## config.mk

```make
export PLATFORM = sky130hd
export DESIGN_NAME = pic_ack_sequencer
export DESIGN_NICKNAME = d
export VERILOG_FILES = /design/src/rtl/pic_ack_sequencer.sv
export SDC_FILE = /design/constraint.sdc
export NUM_CORES = 1
export LEC_CHECK = 0
export CORE_MARGIN = 4
export CORE_UTILIZATION = 60
export DETAILED_ROUTE_END_ITERATION = 7
export PLACE_DENSITY_LB_ADDON = 0.05
export SLEW_MARGIN = 20
export SYNTH_ARGS = -nofsm -noshare
export SYNTH_HDL_FRONTEND = slang
export SYNTH_SLANG_ARGS = --single-unit
```

## constraint.sdc

```tcl
create_clock -name clock -period 14.9 [get_ports clock]
set_clock_uncertainty 0.15 [all_clocks]
set_input_delay 2.98 -clock clock [delete_from_list [all_inputs] [get_ports clock]]
set_output_delay 2.98 -clock clock [all_outputs]
set_load 0.005 [all_outputs]
```

## src/rtl/pic_ack_sequencer.sv

```systemverilog
// Interrupt acknowledge and priority controller for an 8259-style PIC.
// Decides when to raise INT, runs the two-pulse INTA handshake (set ISR,
// then drive the vector) and owns the in-service register, including EOI
// clearing and priority rotation.
//
// Ports:
//   clock        system clock, rising edge
//   reset        asynchronous reset, active-low
//   irr          interrupt request register (edge-latched upstream)
//   imr          interrupt mask register, 1 = masked
//   inta_n       CPU acknowledge, active-low, already synchronised
//   vector_base  ICW2 T7-T3
//   auto_eoi     clear the ISR bit at the end of the second INTA pulse
//   eoi_valid    one-cycle EOI command strobe
//   eoi_specific 1 = specific EOI using eoi_level, 0 = non-specific
//   eoi_rotate   rotate priority on this EOI
//   eoi_level    level for a specific EOI
//   prio_valid   one-cycle set-priority strobe
//   prio_level   new lowest-priority level
//   int_out      registered interrupt request to the CPU
//   isr          in-service register
//   clear_irr    one-cycle one-hot pulse clearing the acknowledged IRR bit
//   vector_out   {vector_base, level}, holds when not valid
//   vector_valid vector_out is being driven onto the data bus
module pic_ack_sequencer (
  input  logic       clock,
  input  logic       reset,
  input  logic [7:0] irr,
  input  logic [7:0] imr,
  input  logic       inta_n,
  input  logic [4:0] vector_base,
  input  logic       auto_eoi,
  input  logic       eoi_valid,
  input  logic       eoi_specific,
  input  logic       eoi_rotate,
  input  logic [2:0] eoi_level,
  input  logic       prio_valid,
  input  logic [2:0] prio_level,
  output logic       int_out,
  output logic [7:0] isr,
  output logic [7:0] clear_irr,
  output logic [7:0] vector_out,
  output logic       vector_valid
);

  typedef enum logic [1:0] {StIdle, StAck1, StWait2, StAck2} state_e;

  state_e     state_q, state_d;
  logic [2:0] lowest_q, lowest_d;
  logic       inta_prev_q;
  logic [2:0] ack_level_q, ack_level_d;
  logic       spurious_q, spurious_d;
  logic       int_out_q, int_out_d;
  logic [7:0] isr_q, isr_d;
  logic [7:0] clear_irr_q, clear_irr_d;
  logic [7:0] vector_out_q, vector_out_d;
  logic       vector_valid_q, vector_valid_d;

  // Returns {found, level} for the highest-priority set bit. Scans from the
  // lowest priority upward so the last hit (highest priority) wins.
  function automatic logic [3:0] find_highest(input logic [7:0] bits, input logic [2:0] lowest);
    logic [3:0] res;
    logic [2:0] lvl;
    res = 4'd0;
    for (int i = 8; i >= 1; i--) begin
      lvl = lowest + 3'(i);
      if (bits[lvl]) res = {1'b1, lvl};
    end
    return res;
  endfunction

  logic [3:0] cand, hisr;
  logic       cand_vld, hisr_vld;
  logic [2:0] cand_lvl, hisr_lvl;
  logic [2:0] cand_rank, hisr_rank;
  logic       req;
  logic       inta_fall;

  always_comb begin
    cand      = find_highest(irr & ~imr, lowest_q);
    hisr      = find_highest(isr_q, lowest_q);
    cand_vld  = cand[3];
    cand_lvl  = cand[2:0];
    hisr_vld  = hisr[3];
    hisr_lvl  = hisr[2:0];
    // Rank 0 is the highest priority (lowest_q + 1).
    cand_rank = cand_lvl - lowest_q - 3'd1;
    hisr_rank = hisr_lvl - lowest_q - 3'd1;
    req       = cand_vld && (!hisr_vld || (cand_rank < hisr_rank));
    inta_fall = inta_prev_q && !inta_n;
  end

  logic [7:0] set_mask, ack_clr_mask, eoi_clr_mask;
  logic       eoi_hit;
  logic [2:0] eoi_lvl;

  // Acknowledge sequencer
  always_comb begin
    state_d        = state_q;
    int_out_d      = int_out_q;
    ack_level_d    = ack_level_q;
    spurious_d     = spurious_q;
    clear_irr_d    = 8'd0;
    vector_out_d   = vector_out_q;
    vector_valid_d = vector_valid_q;
    set_mask       = 8'd0;
    ack_clr_mask   = 8'd0;
    unique case (state_q)
      StIdle: begin
        int_out_d = req;
        if (inta_fall && int_out_q) begin
          state_d   = StAck1;
          int_out_d = 1'b0;
          if (cand_vld) begin
            ack_level_d = cand_lvl;
            spurious_d  = 1'b0;
            set_mask    = 8'd1 << cand_lvl;
            clear_irr_d = 8'd1 << cand_lvl;
          end else begin
            // Request withdrawn before the acknowledge: answer with level 7.
            ack_level_d = 3'd7;
            spurious_d  = 1'b1;
          end
        end
      end
      StAck1: begin
        int_out_d = 1'b0;
        state_d   = StWait2;
      end
      StWait2: begin
        int_out_d = 1'b0;
        // A falling edge implies the first pulse has already ended.
        if (inta_fall) begin
          state_d        = StAck2;
          vector_out_d   = {vector_base, ack_level_q};
          vector_valid_d = 1'b1;
        end
      end
      StAck2: begin
        int_out_d = 1'b0;
        if (inta_n) begin
          vector_valid_d = 1'b0;
          state_d        = StIdle;
          if (auto_eoi && !spurious_q) ack_clr_mask = 8'd1 << ack_level_q;
        end
      end
      default: state_d = StIdle;
    endcase
  end

  // EOI, priority and ISR update
  always_comb begin
    eoi_hit      = 1'b0;
    eoi_lvl      = 3'd0;
    eoi_clr_mask = 8'd0;
    if (eoi_valid) begin
      if (eoi_specific) begin
        eoi_lvl = eoi_level;
        eoi_hit = isr_q[eoi_level];
      end else begin
        eoi_lvl = hisr_lvl;
        eoi_hit = hisr_vld;
      end
      if (eoi_hit) eoi_clr_mask = 8'd1 << eoi_lvl;
    end
    // Set wins over a clear of the same bit.
    isr_d = (isr_q & ~(eoi_clr_mask | ack_clr_mask)) | set_mask;
    lowest_d = lowest_q;
    if (prio_valid) lowest_d = prio_level;
    if (eoi_valid && eoi_rotate && eoi_hit) lowest_d = eoi_lvl;
  end

  always_ff @(posedge clock or negedge reset) begin
    if (!reset) begin
      state_q        <= StIdle;
      lowest_q       <= 3'd7;
      inta_prev_q    <= 1'b1;
      ack_level_q    <= 3'd0;
      spurious_q     <= 1'b0;
      int_out_q      <= 1'b0;
      isr_q          <= 8'd0;
      clear_irr_q    <= 8'd0;
      vector_out_q   <= 8'd0;
      vector_valid_q <= 1'b0;
    end else begin
      state_q        <= state_d;
      lowest_q       <= lowest_d;
      inta_prev_q    <= inta_n;
      ack_level_q    <= ack_level_d;
      spurious_q     <= spurious_d;
      int_out_q      <= int_out_d;
      isr_q          <= isr_d;
      clear_irr_q    <= clear_irr_d;
      vector_out_q   <= vector_out_d;
      vector_valid_q <= vector_valid_d;
    end
  end

  assign int_out      = int_out_q;
  assign isr          = isr_q;
  assign clear_irr    = clear_irr_q;
  assign vector_out   = vector_out_q;
  assign vector_valid = vector_valid_q;

endmodule

```

==> run summary <==
The flow ran to the end, and the final reports show no timing, DRC or antenna violations. For this run, the detailed router's first-pass iteration total came to 5. The tools report the overall track demand over capacity in global routing as 28.00%. The worst setup path is launched from a primary input.

For the arrival time of the worst setup path, the log shows 6.90 ns. The worst register-to-register path begins at lowest_q[0]. Once the floorplan was initialized, standard cells occupied 61.81% of the core. The tools report the max-slew violation count as 0. Based on the critical path, the design can be clocked at up to 0.1465 GHz. The tools report the post-detailed-route DRC marker count as 0.

TritonCTS built the clock tree. At the later pin of the worst-skew pair, clock insertion delay measures 0.29 ns. For the pin with the worst max-slew slack, the measured transition is 0.9634 ns.

The horizontal die dimension was 88.88 um. The critical path goes through clkdlybuf4s50_1 > nand2b_1 > mux4_2 > mux2_2 > nor2b_1 > a21oi_1 > a2bb2oi_1 > inv_2 > ha_1 > fa_1 > xor2_1 > xnor2_1 > ha_1 > nor2b_1 > o21ai_0 > nand3_1 > nor2_1. After synthesis, the mean cell area works out to 9.620 um^2. The tools report the total CTS buffers as 5. The share of the clock period used by the worst path is 45.81%, and the buffers inserted during post-CTS setup optimization is 0. The endpoint identified for the worst register-to-register timing path is int_out. The number of antenna diodes in the final layout is 0. After detailed routing, the total wire length is 10,730 um. The first global-routing pass estimated 16,950 um of wire. The total of buffers placed on input and output ports was 60.

The run gives 14.97 ns as the endpoint required time on the critical path. Of the cells placed in the final design, the portion with a size suffix greater than 1 is 15.63%. The tools report the max capacitance violation total as 0.

Gates resized during post-CTS repair numbered 0. Summing over every cut layer, the via total after detailed routing is 3,603. The flip-flop and latch count after synthesis was 36. The accumulated negative setup slack is 0 ns. The detail route stage leaves a number of antenna-violating nets equal to 0. Launching instance or port of the critical path: imr[1]. The tree built by TritonCTS fans out to 36 sinks.

The die footprint was 7900 um^2. Of the total synthesized cell area, the portion taken by AND, OR, NAND and NOR gates is 16.35%. The logs give 35.78% for the headroom to the max-slew limit and 29 for the site row count. Clock-pin slew was measured on the worst setup and hold paths at 0.07 ns. From synthesis to final layout, the design area changed by 17.15%. The delay contributed by the slowest stage of the critical path works out to 0.53 ns. The power per cell area came out at 210.2 nW/um^2. In the routed layout, each cell is associated on average with a via count of 6.863. In the final design database the tool counted 493 nets. After global routing the overflow that remains totals 0. In the final routed layout, each cell accounts on average for 20.44 um. Along the worst path, the maximum fanout reaches 5. Counting every net in the synthesized netlist gives 454. For this design, the slowest cell found on the critical path is sky130_fd_sc_hd__mux4_2. The tools report the number of antenna violations at the first check in global routing as 0. In the synthesized netlist the async set-or-reset flop fraction comes to 100.0%. The tools report the maximum clock path buffer count as 2. In this run the clock root is driven by a sky130_fd_sc_hd__clkbuf_8. Multiplexer share of the synthesized area: 29.52%. The tools report the via count of the first global-routing pass as 3,457. For the count of endpoints failing hold in the final timing report, the log shows 0. For the slack of the worst reg-to-reg path, the log shows 8.98 ns.

The leakage dissipation was 1.824 nW. Setup repair after global routing left no endpoint under its margin. With fillers left out, the area of the finished cells amounts to 4598 um^2.

Routability-driven placement finished with a final weighted congestion of 0.9481. The count of boundary I/O pins is 61, and the post-synthesis share of cell area spent on xor and xnor gates is 2.996%. Class of the most critical setup path: in2reg.

In this run, synthesis inferred 0 flip-flops with an integrated enable. After synthesis, the largest family of logic cells by area is multiplexers. The core region area is 6350 um^2, and the unique cell type count in the Yosys netlist is 64. The capture point of the critical path is int_out. The worst voltage drop across the vdd grid was 0.1776 mV; the number of warning messages in the yosys log was 0. The arithmetic-cell share of the synthesized area counting full adders, half adders and majority gates is 3.889%, and the compound-gate portion of the synthesized area is 19.13%.

After detailed placement, the total cell area comes to 4484 um^2. Entering global routing, the biggest net connects 45 pins. The type of the worst min-delay path was reg2reg.

The count of endpoints failing setup in the final report is 0, and the H-tree depth reported by CTS is 2. The synthesized netlist occupies a cell area of 3925 um^2. The instance count of the mapped netlist came out at 408.

The detailed placer's ending HPWL was 7767 um; the total power after layout was 966.4 uW. For the number of hold-repair buffers added at the cts stage, the log shows 0. Among all flip-flop cells after synthesis, the most frequent one is sky130_fd_sc_hd__dfrtp_1. The violation count after the first detailed-routing iteration was 219; the share of the yosys chip area belonging to registers was 23.08%.

Depth of the worst register-to-register path: 17. The die span in y was 88.88 um. The endpoint class of the critical path was a register. The clock period minus final worst setup slack works out to 6.826 ns.
-- logic make-up after synthesis --
group | count (synthesis)
AND/OR/NAND/NOR | 121
flip-flops | 36
adder cells (fa/ha/maj) | 11
XOR/XNOR | 10
multiplexers | 75
buffers and inverters | 43
AO/OA/AOI/OAI | 112
-- synth_stat cells (5+ instances only) --
cell type                  number  area [um^2]
sky130_fd_sc_hd__mux2i_1       28        280.3
sky130_fd_sc_hd__mux2_2        16        180.2
sky130_fd_sc_hd__mux4_2        31        698.2
sky130_fd_sc_hd__nand2_1       28        105.1
sky130_fd_sc_hd__a211oi_1       6        45.04
sky130_fd_sc_hd__inv_1         11        41.29
sky130_fd_sc_hd__ha_1           9        112.6
sky130_fd_sc_hd__and3_1         5        31.28
sky130_fd_sc_hd__clkbuf_1      13        48.80
sky130_fd_sc_hd__nand3b_1       6        45.04
sky130_fd_sc_hd__o21ai_0       29        145.1
sky130_fd_sc_hd__nand2b_1      15        93.84
sky130_fd_sc_hd__buf_2          8        40.04
sky130_fd_sc_hd__nand3_1        8        40.04
sky130_fd_sc_hd__o211ai_1       6        45.04
sky130_fd_sc_hd__dfrtp_1       32        800.8
sky130_fd_sc_hd__nor2b_1       13        81.33
sky130_fd_sc_hd__nor3b_1        5        37.54
sky130_fd_sc_hd__nor2_1        24        90.09
sky130_fd_sc_hd__a21oi_1       16        80.08
sky130_fd_sc_hd__o22ai_1       11        68.82
-- placed cells by master, fill, tap and decap left out, types with 13 or more instances in the layout --
cell / n
sky130_fd_sc_hd__a21oi_1: 16
sky130_fd_sc_hd__clkdlybuf4s50_1: 60
sky130_fd_sc_hd__dfrtp_1: 32
sky130_fd_sc_hd__mux2_2: 16
sky130_fd_sc_hd__mux2i_1: 28
sky130_fd_sc_hd__mux4_2: 31
sky130_fd_sc_hd__nand2_1: 28
sky130_fd_sc_hd__nand2b_1: 15
sky130_fd_sc_hd__nor2_1: 24
sky130_fd_sc_hd__nor2b_1: 13
sky130_fd_sc_hd__o21ai_0: 29
-- worst min-delay path by stage --
stage / slack, ns / cells after the start / endpoint / start
after global routing: 0.39 / 1 / vector_out[1] / vector_out[1]
final: 0.36 / 1 / vector_out[6] / vector_out[6]
after global placement: 0.34 / 1 / vector_out[4] / vector_out[4]
after detailed placement: 0.35 / 1 / vector_out[6] / vector_out[6]
after floorplan: 0.34 / 1 / state_q[0] / state_q[0]
after CTS: 0.36 / 1 / vector_out[6] / vector_out[6]
-- layer usage --
metal	vias to the layer above	GRT usage [%]	share of wire, %
met5	-	0	0
met4	0	9.615	1.8
met3	25	4.749	7.9
met2	186	46.09	49
met1	1750	37.50	41
li1	1642	-	-
-- layout make-up --
cell class / instances / area [um^2]
inverters: 14 / 52.55
multi-input cells: 329 / 2824
flip-flops and latches: 36 / 905.9
clock buffers: 5 / 68.82
clock inverters: 3 / 42.54
fillers: 476 / 1752
repair buffers: 61 / 608.1
well taps: 77 / 96.34
-- power by group --
| group | internal, mW | switching (mW) |
|---|---|---|
| Clock | 0.0494 | 0.0341 |
| Combinational | 0.324 | 0.354 |
| Sequential | 0.130 | 0.0749 |
| Total | 0.504 | 0.463 |
-- worst max-delay path: cells and delay by family --
family | cells | cell delay [ns]
and+or+nand+nor | 5 | 0.67
xor gates and xnor gates | 2 | 0.32
muxes | 2 | 0.85
adders and majority gates | 3 | 0.91
buffers and inverters | 2 | 0.54
AOI/OAI and AO/OA | 3 | 0.63
-- stage by stage --
step / utilization [%] / setup WS (ns) / hold WS, ns / std cells
4_1_cts: 72.37 / 8.087 / 0.3599 / 525
5_1_grt: 72.41 / 7.763 / 0.3912 / 525
2_1_floorplan: - / 8.595 / 0.3420 / 408
6_report: 72.41 / 8.074 / 0.3555 / 525
3_5_place_dp: 70.62 / 7.789 / 0.3476 / 517
3_3_place_gp: 70.62 / 7.917 / 0.3370 / 517
-- state kept, by name, indices dropped and copies added (netlist names) --
signal and flops:
ack_level_q 3, spurious_q 1, vector_valid 1, state_q 2, int_out 1, lowest_q 3
isr 8, clear_irr 8, inta_prev_q 1, vector_out 8
Note: power is estimated with default switching activity, not from simulation.
